File: src/rtl/mem_port_arbiter_pkg.sv
// Shared types, widths and helpers for the fetch/load-store memory port arbiter.
package mem_port_arbiter_pkg;

    localparam int unsigned WORD_AW        = 30;
    localparam int unsigned DW_AW          = 29;
    localparam int unsigned DATA_W         = 64;
    localparam int unsigned INSN_W         = 32;
    localparam int unsigned WDT_CYCLES_DEF = 255;

    typedef enum logic [1:0] {
        ST_IDLE  = 2'd0,
        ST_D_ACC = 2'd1,
        ST_I_ACC = 2'd2,
        ST_RESP  = 2'd3
    } arb_state_e;

    typedef struct packed {
        logic              wen;
        logic [DW_AW-1:0]  addr;
        logic [DATA_W-1:0] wdata;
    } mem_req_t;

    // Picks one instruction out of a doubleword using byte-address bit 2.
    function automatic logic [INSN_W-1:0] sel_insn(input logic [DATA_W-1:0] line, input logic hi);
        return hi ? line[DATA_W-1:INSN_W] : line[INSN_W-1:0];
    endfunction

endpackage

File: src/rtl/mem_port_arbiter_fetch_line_buf.sv
// One-entry fetch line buffer: valid/tag/data with hit compare, fill and tagged invalidate.
module mem_port_arbiter_fetch_line_buf
    import mem_port_arbiter_pkg::*;
(
    input  logic              clk,
    input  logic              rst_n,
    input  logic [DW_AW-1:0]  lookup_tag_i,
    output logic              hit_c_o,
    output logic [DATA_W-1:0] data_o,
    input  logic              fill_i,
    input  logic [DW_AW-1:0]  fill_tag_i,
    input  logic [DATA_W-1:0] fill_data_i,
    input  logic              inval_i,
    input  logic [DW_AW-1:0]  inval_tag_i
);

    logic              valid_q, valid_d;
    logic [DW_AW-1:0]  tag_q, tag_d;
    logic [DATA_W-1:0] data_q, data_d;

    // Fill wins over invalidate; both never happen in the same cycle anyway.
    always_comb begin
        valid_d = valid_q;
        tag_d   = tag_q;
        data_d  = data_q;
        if (inval_i && (inval_tag_i == tag_q)) begin
            valid_d = 1'b0;
        end
        if (fill_i) begin
            valid_d = 1'b1;
            tag_d   = fill_tag_i;
            data_d  = fill_data_i;
        end
    end

    always_ff @(posedge clk or negedge rst_n) begin
        if (!rst_n) begin
            valid_q <= 1'b0;
            tag_q   <= '0;
            data_q  <= '0;
        end else begin
            valid_q <= valid_d;
            tag_q   <= tag_d;
            data_q  <= data_d;
        end
    end

    assign hit_c_o = valid_q && (lookup_tag_i == tag_q);
    assign data_o  = data_q;

endmodule

File: src/rtl/mem_port_arbiter.sv
// Arbitrates one single-ported 64-bit memory between instruction fetch and load/store,
// with a one-line fetch buffer and a mem_ready watchdog.
module mem_port_arbiter
    import mem_port_arbiter_pkg::*;
#(
    parameter bit          LBUF_EN    = 1'b1,
    parameter int unsigned WDT_CYCLES = WDT_CYCLES_DEF,
    parameter int unsigned WDT_W      = 8
) (
    input  logic               clk,
    input  logic               rst_n,
    input  logic               i_req,
    input  logic [WORD_AW-1:0] i_addr,
    output logic               i_ack,
    output logic [INSN_W-1:0]  i_rdata,
    input  logic               d_req,
    input  logic               d_wen,
    input  logic [WORD_AW-1:0] d_addr,
    input  logic [DATA_W-1:0]  d_wdata,
    output logic               d_ack,
    output logic [DATA_W-1:0]  d_rdata,
    output logic               mem_cen,
    output logic               mem_wen,
    output logic [DW_AW-1:0]   mem_addr,
    output logic [DATA_W-1:0]  mem_wdata,
    input  logic [DATA_W-1:0]  mem_rdata,
    input  logic               mem_ready,
    output logic               err
);

    localparam bit               WDT_ON   = (WDT_CYCLES != 0);
    localparam logic [WDT_W-1:0] WDT_LAST = WDT_W'(WDT_CYCLES - 1);

    arb_state_e        state_q, state_d;
    mem_req_t          req_q, req_d;
    logic              ihi_q, ihi_d;
    logic              cen_q, cen_d;
    logic              err_q, err_d;
    logic [WDT_W-1:0]  wdt_q, wdt_d;
    logic              i_ack_q, i_ack_d;
    logic              d_ack_q, d_ack_d;
    logic [INSN_W-1:0] i_rdata_q, i_rdata_d;
    logic [DATA_W-1:0] d_rdata_q, d_rdata_d;

    logic              lbuf_hit_c, lbuf_fill_c, lbuf_inval_c;
    logic [DATA_W-1:0] lbuf_data;
    logic              unused_addr_bit;

    // Doubleword accesses: byte-address bit 2 of a data address carries no meaning.
    assign unused_addr_bit = d_addr[0];

    mem_port_arbiter_fetch_line_buf u_fetch_line_buf (
        .clk          (clk),
        .rst_n        (rst_n),
        .lookup_tag_i (i_addr[WORD_AW-1:1]),
        .hit_c_o      (lbuf_hit_c),
        .data_o       (lbuf_data),
        .fill_i       (LBUF_EN && lbuf_fill_c),
        .fill_tag_i   (req_q.addr),
        .fill_data_i  (mem_rdata),
        .inval_i      (lbuf_inval_c),
        .inval_tag_i  (req_q.addr)
    );

    always_comb begin
        state_d      = state_q;
        req_d        = req_q;
        ihi_d        = ihi_q;
        cen_d        = cen_q;
        err_d        = err_q;
        wdt_d        = wdt_q;
        i_ack_d      = 1'b0;
        d_ack_d      = 1'b0;
        i_rdata_d    = i_rdata_q;
        d_rdata_d    = d_rdata_q;
        lbuf_fill_c  = 1'b0;
        lbuf_inval_c = 1'b0;

        unique case (state_q)
            ST_IDLE: begin
                // Data always beats fetch; a buffered fetch costs no memory cycle.
                if (d_req) begin
                    state_d     = ST_D_ACC;
                    req_d.wen   = d_wen;
                    req_d.addr  = d_addr[WORD_AW-1:1];
                    req_d.wdata = d_wdata;
                    cen_d       = 1'b1;
                    wdt_d       = '0;
                end else if (i_req && LBUF_EN && lbuf_hit_c) begin
                    state_d   = ST_RESP;
                    i_ack_d   = 1'b1;
                    i_rdata_d = sel_insn(lbuf_data, i_addr[0]);
                end else if (i_req) begin
                    state_d     = ST_I_ACC;
                    req_d.wen   = 1'b0;
                    req_d.addr  = i_addr[WORD_AW-1:1];
                    req_d.wdata = '0;
                    ihi_d       = i_addr[0];
                    cen_d       = 1'b1;
                    wdt_d       = '0;
                end
            end
            ST_D_ACC, ST_I_ACC: begin
                if (mem_ready) begin
                    state_d = ST_RESP;
                    cen_d   = 1'b0;
                    if (state_q == ST_D_ACC) begin
                        d_ack_d      = 1'b1;
                        lbuf_inval_c = req_q.wen;
                        if (!req_q.wen) begin
                            d_rdata_d = mem_rdata;
                        end
                    end else begin
                        i_ack_d     = 1'b1;
                        i_rdata_d   = sel_insn(mem_rdata, ihi_q);
                        lbuf_fill_c = 1'b1;
                    end
                end else if (WDT_ON && (wdt_q == WDT_LAST)) begin
                    // Memory never answered: abort and complete with zero data.
                    state_d = ST_RESP;
                    cen_d   = 1'b0;
                    err_d   = 1'b1;
                    wdt_d   = wdt_q + WDT_W'(1);
                    if (state_q == ST_D_ACC) begin
                        d_ack_d = 1'b1;
                        if (!req_q.wen) begin
                            d_rdata_d = '0;
                        end
                    end else begin
                        i_ack_d   = 1'b1;
                        i_rdata_d = '0;
                    end
                end else if (WDT_ON) begin
                    wdt_d = wdt_q + WDT_W'(1);
                end
            end
            ST_RESP: begin
                state_d = ST_IDLE;
            end
            default: begin
                state_d = ST_IDLE;
            end
        endcase
    end

    always_ff @(posedge clk or negedge rst_n) begin
        if (!rst_n) begin
            state_q   <= ST_IDLE;
            req_q     <= '0;
            ihi_q     <= 1'b0;
            cen_q     <= 1'b0;
            err_q     <= 1'b0;
            wdt_q     <= '0;
            i_ack_q   <= 1'b0;
            d_ack_q   <= 1'b0;
            i_rdata_q <= '0;
            d_rdata_q <= '0;
        end else begin
            state_q   <= state_d;
            req_q     <= req_d;
            ihi_q     <= ihi_d;
            cen_q     <= cen_d;
            err_q     <= err_d;
            wdt_q     <= wdt_d;
            i_ack_q   <= i_ack_d;
            d_ack_q   <= d_ack_d;
            i_rdata_q <= i_rdata_d;
            d_rdata_q <= d_rdata_d;
        end
    end

    assign i_ack     = i_ack_q;
    assign i_rdata   = i_rdata_q;
    assign d_ack     = d_ack_q;
    assign d_rdata   = d_rdata_q;
    assign mem_cen   = cen_q;
    assign mem_wen   = req_q.wen;
    assign mem_addr  = req_q.addr;
    assign mem_wdata = req_q.wdata;
    assign err       = err_q;

endmodule

File: config.mk
export PLATFORM = sky130hd
export DESIGN_NAME = mem_port_arbiter
export DESIGN_NICKNAME = d
export VERILOG_FILES = /design/src/rtl/mem_port_arbiter_pkg.sv /design/src/rtl/mem_port_arbiter_fetch_line_buf.sv /design/src/rtl/mem_port_arbiter.sv
export SDC_FILE = /design/constraint.sdc
export NUM_CORES = 1
export LEC_CHECK = 0
export CAP_MARGIN = 30
export CORE_MARGIN = 2
export CORE_UTILIZATION = 52
export DETAILED_ROUTE_END_ITERATION = 10
export PLACE_DENSITY = 0.89
export SLEW_MARGIN = 10
export SYNTH_ARGS = -nofsm -noshare
export SYNTH_HDL_FRONTEND = slang
export SYNTH_SLANG_ARGS = --single-unit
File: constraint.sdc
create_clock -name clk -period 5.09 [get_ports clk]
set_clock_uncertainty 0.15 [all_clocks]
set_input_delay 1.018 -clock clk [delete_from_list [all_inputs] [get_ports clk]]
set_output_delay 1.018 -clock clk [all_outputs]
set_load 0.03 [all_outputs]
Word level (Yosys, flattened, before mapping)

Index checks and enable logic that the tools add are counted.

Register bits: 299
Input port bits: 194
Output and inout bits: 194
Logic and storage cells: 104

Add/subtract/negate cells: 1
Equality and inequality tests: 15
Multiplexer cells: 52
Bitwise gates (word level): 4
Reduce and logical (&&, ||, !) cells: 17

Operators with widths:

| kind                | number |
|---|---|
| $mux 64             | 6 |
| $mux 94             | 3 |
| $mux 32             | 8 |
| $pmux 32 s2         | 1 |
| $eq 29x29->1        | 2 |
| $mux 8              | 4 |
| $mux 1              | 21 |
| $pmux 8 s2          | 1 |
| $reduce_and 4->1    | 4 |
| $mux 2              | 5 |
| $ne 2x2->1 const B  | 5 |
| $ne 3x3->1 const B  | 3 |
| $add 8x1->8 const B | 1 |
| $eq 8x8->1 const B  | 1 |
| $reduce_bool 2->1   | 4 |
| $pmux 2 s3          | 1 |
| $reduce_and 3->1    | 2 |
| $reduce_and 5->1    | 1 |
| $eq 2x2->1 const B  | 2 |
| $ne 4x4->1 const B  | 1 |
| $not 1->1           | 4 |
| $pmux 1 s2          | 2 |
| $logic_and 1x1->1   | 3 |
| $eq 2x1->1 const B  | 1 |
| other kinds (3)     | 3 |

Longest topological paths before layout

Gate-level depths: netlist of run 1.

Word-level depth: 7
Gate-level depth with buffers: 10
Mapped depth without buffers: 8

By module

A second synthesis of run 1 with hierarchy kept.

Cell total of the unflattened synthesis: 968
Area, all modules: 13095.1 um^2

By module, submodules not included:

| module                          | instances | cells each | area each (um^2) | sequential area each (um^2) |
|---|---|---|---|---|
| mem_port_arbiter                | 1         | 690        | 8978.6           | 5129.9 |
| mem_port_arbiter_fetch_line_buf | 1         | 278        | 4116.4           | 2352.3 |

Worst setup path before layout of run 1

OpenSTA, ideal clock, no wires.

Kind: input port to flip-flop
From: input i_addr[6]
To: register i_rdata_q[10], in the netlist i_rdata[10]
Setup time: 127 ps
Data arrival time: 2637 ps
Required time: 4813 ps
Setup slack: 2176 ps
Stages on the path: 7
Buffers on the path: 1
Path through: nor2b_1 -> a2111oi_2 -> and4_1 -> nand4_2 -> a21oi_4 -> buf_6 -> mux2_1

Cells in the longest elaborated chain, start to end: 5

RTL lines:

| element                           | line                                  | RTL |
|---|---|---|
| start: declaration                | mem_port_arbiter.sv:13                | `input logic [WORD_AW-1:0] i_addr,` |
| $eq 29x29->1                      | mem_port_arbiter_fetch_line_buf.sv:48 | `assign hit_c_o = valid_q && (lookup_tag_i == tag_q);` |
| $logic_and 1x1->1                 | mem_port_arbiter_fetch_line_buf.sv:48 |  |
| $logic_and 1x1->1                 | mem_port_arbiter.sv:89                | `end else if (i_req && LBUF_EN && lbuf_hit_c) begin` |
| $ne 2x2->1 (no source line)       | --                                    |  |
| $reduce_and 5->1 (no source line) | --                                    |  |
| end signal: assignment            | mem_port_arbiter.sv:167               | `i_rdata_q <= i_rdata_d;` |
| end: declaration                  | mem_port_arbiter.sv:42                | `logic [INSN_W-1:0] i_rdata_q, i_rdata_d;` |

No other way between the ends.
A chain may end at the register's enable or synchronous reset.

Worst setup path after layout of run 1

From: input i_addr[12]
To: register i_rdata_q[9], in the netlist i_rdata[9]

Same word-level chain as after synthesis.

==> results.py, run 1 <==
metrics = {
    "setup_path": {
        "crit_path_max_fanout": 23,
        "rrSetupSlack_ns": 1.86,
        "max_stage_delay_ns": 0.53,
        "r2r-start": "state_q[1]",
        "rr_endpoint": "wdt_q[1]",
        "crit_type": "input port to register",
        "crit_required_ns": 5.37,
        "worstPathCellList": "clkdlybuf4s50_1 > xnor2_1 > nand4_1 > nor4_4 > nand4_2 > a21oi_4 > buf_12 > mux2_1",
        "r2r_cells": 6,
        "arrival_ns": 3.76,
        "worst-path-buf-inv": 2,
        "start_kind": "input port",
        "cpMaxStageDelayCell": "a21oi_4",
        "cp_top_family": "simple AND/OR/NAND/NOR gates",
        "cp-end-kind": "register",
    },
    "timing": {
        "holdWs_ns": 0.315,
        "fin_crit_ns": 3.48,
        "fin_crit_sh": 0.684,
        "worstMarginPinSlew_ns": 1.07,
        "hold_viol_final": 0,
        "setup_violations": 0,
        "slew_viol_final": 0,
        "setup_tns_ns": 0,
        "fmax_ghz": 0.287,
        "setup_slack_ns": 1.61,
        "relSlewSlack": 0.287,
        "rsz0062_at_grt": "no",
    },
    "global_route": {
        "grt_pass1_vias": 11100,
        "grt_use_met3": 0.0525,
        "grt_max_degree": 116,
        "gr-total-overflow": 0,
        "grt_usage": 0.291,
        "antenna_found_initial": 3,
        "grt_busiest_layer": "met2",
        "grt_pass1_wl_mm": 61.7,
        "grt_util_met2": 0.492,
        "grt_use_met1": 0.370,
    },
    "floorplanning": {
        "placementRows": 58,
        "start_util": 0.530,
        "die-area_um2": 27000,
        "die_h_um": 164,
        "core-area_um2": 25200,
        "fp.dieW_um": 164,
        "ioPinCount": 388,
    },
    "route": {
        "drt_pass1_iterations": 5,
        "wl_mm": 40.0,
        "drt-initial-drc-count": 933,
        "final_antenna_net_count": 0,
        "dr_total_vias": 11000,
        "viasPerCell": 5.85,
        "drc_errors": 0,
        "wl_per_cell_um": 21.3,
    },
    "clock_tree": {
        "hold_buffers": 0,
        "cts_resized": 0,
        "cts.sinks": 299,
        "root_buffer": "clkbuf_16",
        "post-cts-setup-buffers": 0,
        "cts_max_level": 1,
        "cts_max_path_buffers": 3,
        "clk_pin_slew_ns": 0.06,
        "cts_tree": "yes",
        "numCtsBuffers": 31,
        "clk_latency_ns": 0.55,
    },
    "final_layout": {
        "syn_to_final_growth_pct": 38.4,
        "drive_gt1_frac": 0.100,
        "fillers": 1622,
        "regArea_um2": 7480,
        "nets": 1726,
        "multi_input_area_um2": 5320,
    },
    "logic_synthesis": {
        "synth_warnings": 0,
        "synthTopCellsByCount": "dfrtp_1 (299), nand2_1 (191), nand3_1 (74), mux2_2 (68)",
        "synth_cell_type_count": 53,
        "syn_nets": 1375,
        "synth_area_leaders": "dfrtp_1 (56%), mux2_2 (5.7%), nand2_1 (5.4%)",
        "syn_area_um2": 13300,
        "ys_ff_latch": 299,
        "synth.most_common_cell": "dfrtp_1",
        "synth-edff-count": 0,
        "ys_async_sr_fraction": 1.00,
        "synth_top_cell_by_area": "dfrtp_1",
        "synth_top_area_share": 0.561,
        "synthFlopType": "dfrtp_1",
        "synthCells": 1176,
        "syn_avg_cell_area_um2": 11.3,
        "synth_seq_area_share": 0.561,
    },
    "pwr": {
        "ir_worst_vdd_uv": 496,
        "power_density_nw_per_um2": 703,
        "leakage_uw": 0.00840,
    },
    "min_path": {
        "holdPathStages": 2,
        "min_from": "d_rdata[34]",
        "hold_path.class": "register to register",
        "min_to": "d_rdata[34]",
    },
    "placed_design": {
        "pre_cts_ws_ns": 1.08,
        "dp_hpwl_mm": 27.1,
        "port_buffers": 386,
        "routabilityCongestion": 0.890,
    },
    "status": {
        "status": "finished clean",
    },
    "flow_run": {
        "max_cap_viol_count": 0,
    },
}
[sequential cells by signal (all words and copies together), names as in the netlist]
register / count
u_fetch_line_buf.data_o: 64
mem_cen: 1
i_ack: 1
wdt_q: 8
d_rdata: 64
ihi_q: 1
mem_wdata: 64
d_ack: 1
state_q: 2
mem_wen: 1
err: 1
i_rdata: 32
mem_addr: 29
u_fetch_line_buf.tag_q: 29
u_fetch_line_buf.valid_q: 1
[per-stage QoR]
stage	util	total power, uW	instances	area [um^2]
finish	0.733	13000	1878	18500
global route	0.733	13600	1878	18500
CTS	0.732	13000	1875	18400
detailed placement	0.693	10700	1823	17400
global placement	0.691	10400	1821	17400
floorplan	-	8230	1176	13300
[how the worst max path moves through the flow]
stage	startpoint	end	slack, ns	depth (start not counted)
after detailed placement	i_addr[12]	i_rdata[14]	1.08	8
after global placement	i_addr[12]	i_rdata[0]	1.07	8
after floorplan	i_addr[6]	i_rdata[10]	2.18	7
after global routing	i_addr[12]	i_rdata[1]	1.50	8
final	i_addr[12]	i_rdata[9]	1.61	8
after CTS	i_addr[12]	i_rdata[9]	1.64	8
[placed cells by master (no fill, tap or decap), types with 32 or more instances in the layout]
master and n:
o22ai_1 32, inv_1 46, dfrtp_1 298, mux2i_1 65, a22o_1 65, nand3_1 74
nand2_1 191, o21ai_0 59, clkdlybuf4s50_1 383, mux2_2 68
[metal layers]
metal / routed length (um) / up-vias
met5: 11 / -
met4: 1580 / 2
met3: 2890 / 100
met2: 20100 / 499
met1: 15400 / 5532
li1: - / 4858
[kinds of logic (layout without fill, tap and decap cells)]
group           Yosys count  count (layout)  synth area share
compound gates          212             212             0.120
xor+xnor                 51              51            0.0335
fa+ha+maj                 5               5           0.00469
buf+inv                 130             500            0.0428
flops                   299             299             0.561
mux                     165             165             0.133
other cells               0               2                 0
simple gates            314             314             0.105
[final cells by class]
cell class,instances,area share
well taps,330,0.0224
clock buffers,41,0.0479
multi-input cells,747,0.288
diodes,2,0.000271
repair buffers,401,0.221
flip-flops and latches,299,0.405
inverters,47,0.00956
clock inverters,11,0.00569
[worst reg2reg max path: stages, from the launching register on]
cell      delay [ns]
dfrtp_1         0.40
inv_1           0.09
ha_2            0.68
nor2_1          0.16
a221oi_1        0.87
and2_1          0.43
mux2_4          0.33
[power breakdown]
group	total, uW	internal (uW)	switching, uW
sequential	4260	3470	794
clock	2230	1300	926
combinational	6480	2840	3640
Note: power is estimated with default switching activity, not from simulation.
==> run 2, diff against run 1 <==
Settings changed: CORE_UTILIZATION 52 to 48, PLACE_DENSITY 0.89 to 0.83.
Clock period 5.09 ns to 3.3 ns, I/O delays scaled along.
==> results.py, run 2 (synthesized netlist as in run 1, its figures left out) <==
metrics = {
    "status": {
        "status": "finished clean",
    },
    "floorplanning": {
        "ioPinCount": 388,
        "start_util": 0.484,
        "core-area_um2": 27600,
        "die-area_um2": 29100,
        "placementRows": 61,
        "fp.dieW_um": 171,
        "die_h_um": 171,
    },
    "setup_path": {
        "max_stage_delay_ns": 0.71,
        "cp-end-kind": "register",
        "r2r_cells": 6,
        "path_depth": 6,
        "worstPathCellList": "inv_1 > ha_2 > nand2_1 > or2_4 > buf_4 > o21ai_0",
        "crit_type": "register to register",
        "crit_required_ns": 3.51,
        "arrival_ns": 3.09,
        "r2r-start": "state_q[0]",
        "rrSetupSlack_ns": 0.42,
        "cp_top_family": "simple AND/OR/NAND/NOR gates",
        "start_kind": "register",
        "crit_path_max_fanout": 65,
        "rr_endpoint": "u_fetch_line_buf.tag_q[11]",
        "worst-path-buf-inv": 2,
        "cpMaxStageDelayCell": "or2_4",
    },
    "global_route": {
        "antenna_found_initial": 1,
        "grt_max_degree": 95,
        "grt_usage": 0.262,
        "grt_pass1_vias": 11000,
        "grt_pass1_wl_mm": 60.3,
        "gr-total-overflow": 0,
    },
    "final_layout": {
        "drive_gt1_frac": 0.110,
        "utilization": 0.682,
        "syn_to_final_growth_pct": 40.8,
        "final_cell_mix": "clkdlybuf4s50_1 (383), dfrtp_1 (298), nand2_1 (191), nand3_1 (74), mux2_2 (68)",
        "nets": 1742,
        "final_common_cell": "clkdlybuf4s50_1",
    },
    "clock_tree": {
        "root_buffer": "clkbuf_16",
        "hold_buffers": 1,
        "numCtsBuffers": 34,
        "cts_resized": 0,
        "cts_max_level": 2,
        "cts.sinks": 299,
        "cts_tree": "yes",
        "clk_latency_ns": 0.51,
        "clk_pin_slew_ns": 0.06,
        "post-cts-setup-buffers": 0,
        "cts_max_path_buffers": 3,
    },
    "min_path": {
        "hold_path.class": "register to register",
        "min_from": "d_rdata[9]",
        "holdPathStages": 2,
        "min_to": "d_rdata[9]",
    },
    "pwr": {
        "swShare": 0.403,
        "power_density_nw_per_um2": 1080,
        "power.internal_uw": 12100,
        "p_sw_uw": 8200,
        "ir_worst_vdd_uv": 706,
        "leakage_uw": 0.00854,
        "p_comb_frac": 0.489,
        "pwr-share-seq": 0.322,
        "clkPwrFrac": 0.189,
    },
    "flow_run": {
        "max_cap_viol_count": 0,
    },
    "timing": {
        "hold_viol_final": 0,
        "fin_crit_sh": 0.872,
        "rsz0062_at_grt": "no",
        "fmax_ghz": 0.347,
        "setup_tns_ns": 0,
        "setup_violations": 0,
        "slew_viol_final": 0,
        "relSlewSlack": 0.364,
        "worstMarginPinSlew_ns": 0.953,
        "fin_crit_ns": 2.88,
    },
    "route": {
        "viasPerCell": 5.51,
        "final_antenna_net_count": 0,
        "drc_errors": 0,
        "drt_pass1_iterations": 5,
        "wl_mm": 38.6,
        "dr_total_vias": 10700,
        "wl_per_cell_um": 19.8,
        "drt-initial-drc-count": 758,
    },
    "placed_design": {
        "dp_hpwl_mm": 26.2,
        "routabilityCongestion": 0.809,
        "port_buffers": 386,
    },
}
## run 2: cell type report
type	instances	area, um^2
clock inverter	11	109
fill	2015	8770
sequential	299	7480
timing repair buffer	414	4180
inverter	47	176
multi-input combinational	747	5320
clock buffer	49	1040
antenna	1	2.50
tap	378	473
## run 2: worst min-delay path: cells and delay by family, from the launching register on
| family | cells | cell delay [ns] |
|---|---|---|
| DFF | 1 | 0.34 |
| and+or+nand+nor | 2 | 0.09 |
## run 2: worst max-delay path by stage
stage | from | slack, ns | endpoint
2_1_floorplan | i_addr[6] | 0.74 | i_rdata[10]
3_3_place_gp | i_addr[25] | 0.08 | mem_wdata[42]
3_5_place_dp | i_addr[19] | 0.04 | mem_wdata[40]
4_1_cts | state_q[0] | 0.45 | u_fetch_line_buf.tag_q[21]
5_1_grt | state_q[0] | 0.23 | u_fetch_line_buf.tag_q[8]
6_report | state_q[0] | 0.42 | u_fetch_line_buf.tag_q[11]
## run 2: per-layer routing
layer	up-vias	routed length (um)	part of all wire	track usage
li1	4884	-	-	-
met3	86	2410	0.063	0.0525
met2	408	19300	0.50	0.435
met5	-	0	0	0
met4	0	1470	0.038	0.105
met1	5336	15400	0.40	0.337
## run 2: through the flow
step / hold WS (ns) / power (uW) / std cells / setup WS (ns) / cell area, um^2
floorplan: 0.214 / 12700 / 1176 / 0.744 / 13300
global placement: 0.300 / 16200 / 1884 / 0.0850 / 17600
detailed placement: 0.304 / 16500 / 1884 / 0.0448 / 17600
CTS: 0.317 / 20400 / 1945 / 0.450 / 18800
global route: 0.330 / 21400 / 1946 / 0.226 / 18800
finish: 0.312 / 20300 / 1946 / 0.422 / 18800
## run 2: power groups by stage
stage	clock [uW]	combinational [uW]	sequential, uW
global placement	0	9720	6450
CTS	3900	10000	6520
floorplan	0	4400	8290
detailed placement	0	9960	6540
finish	3840	9940	6530
global route	4050	10600	6730
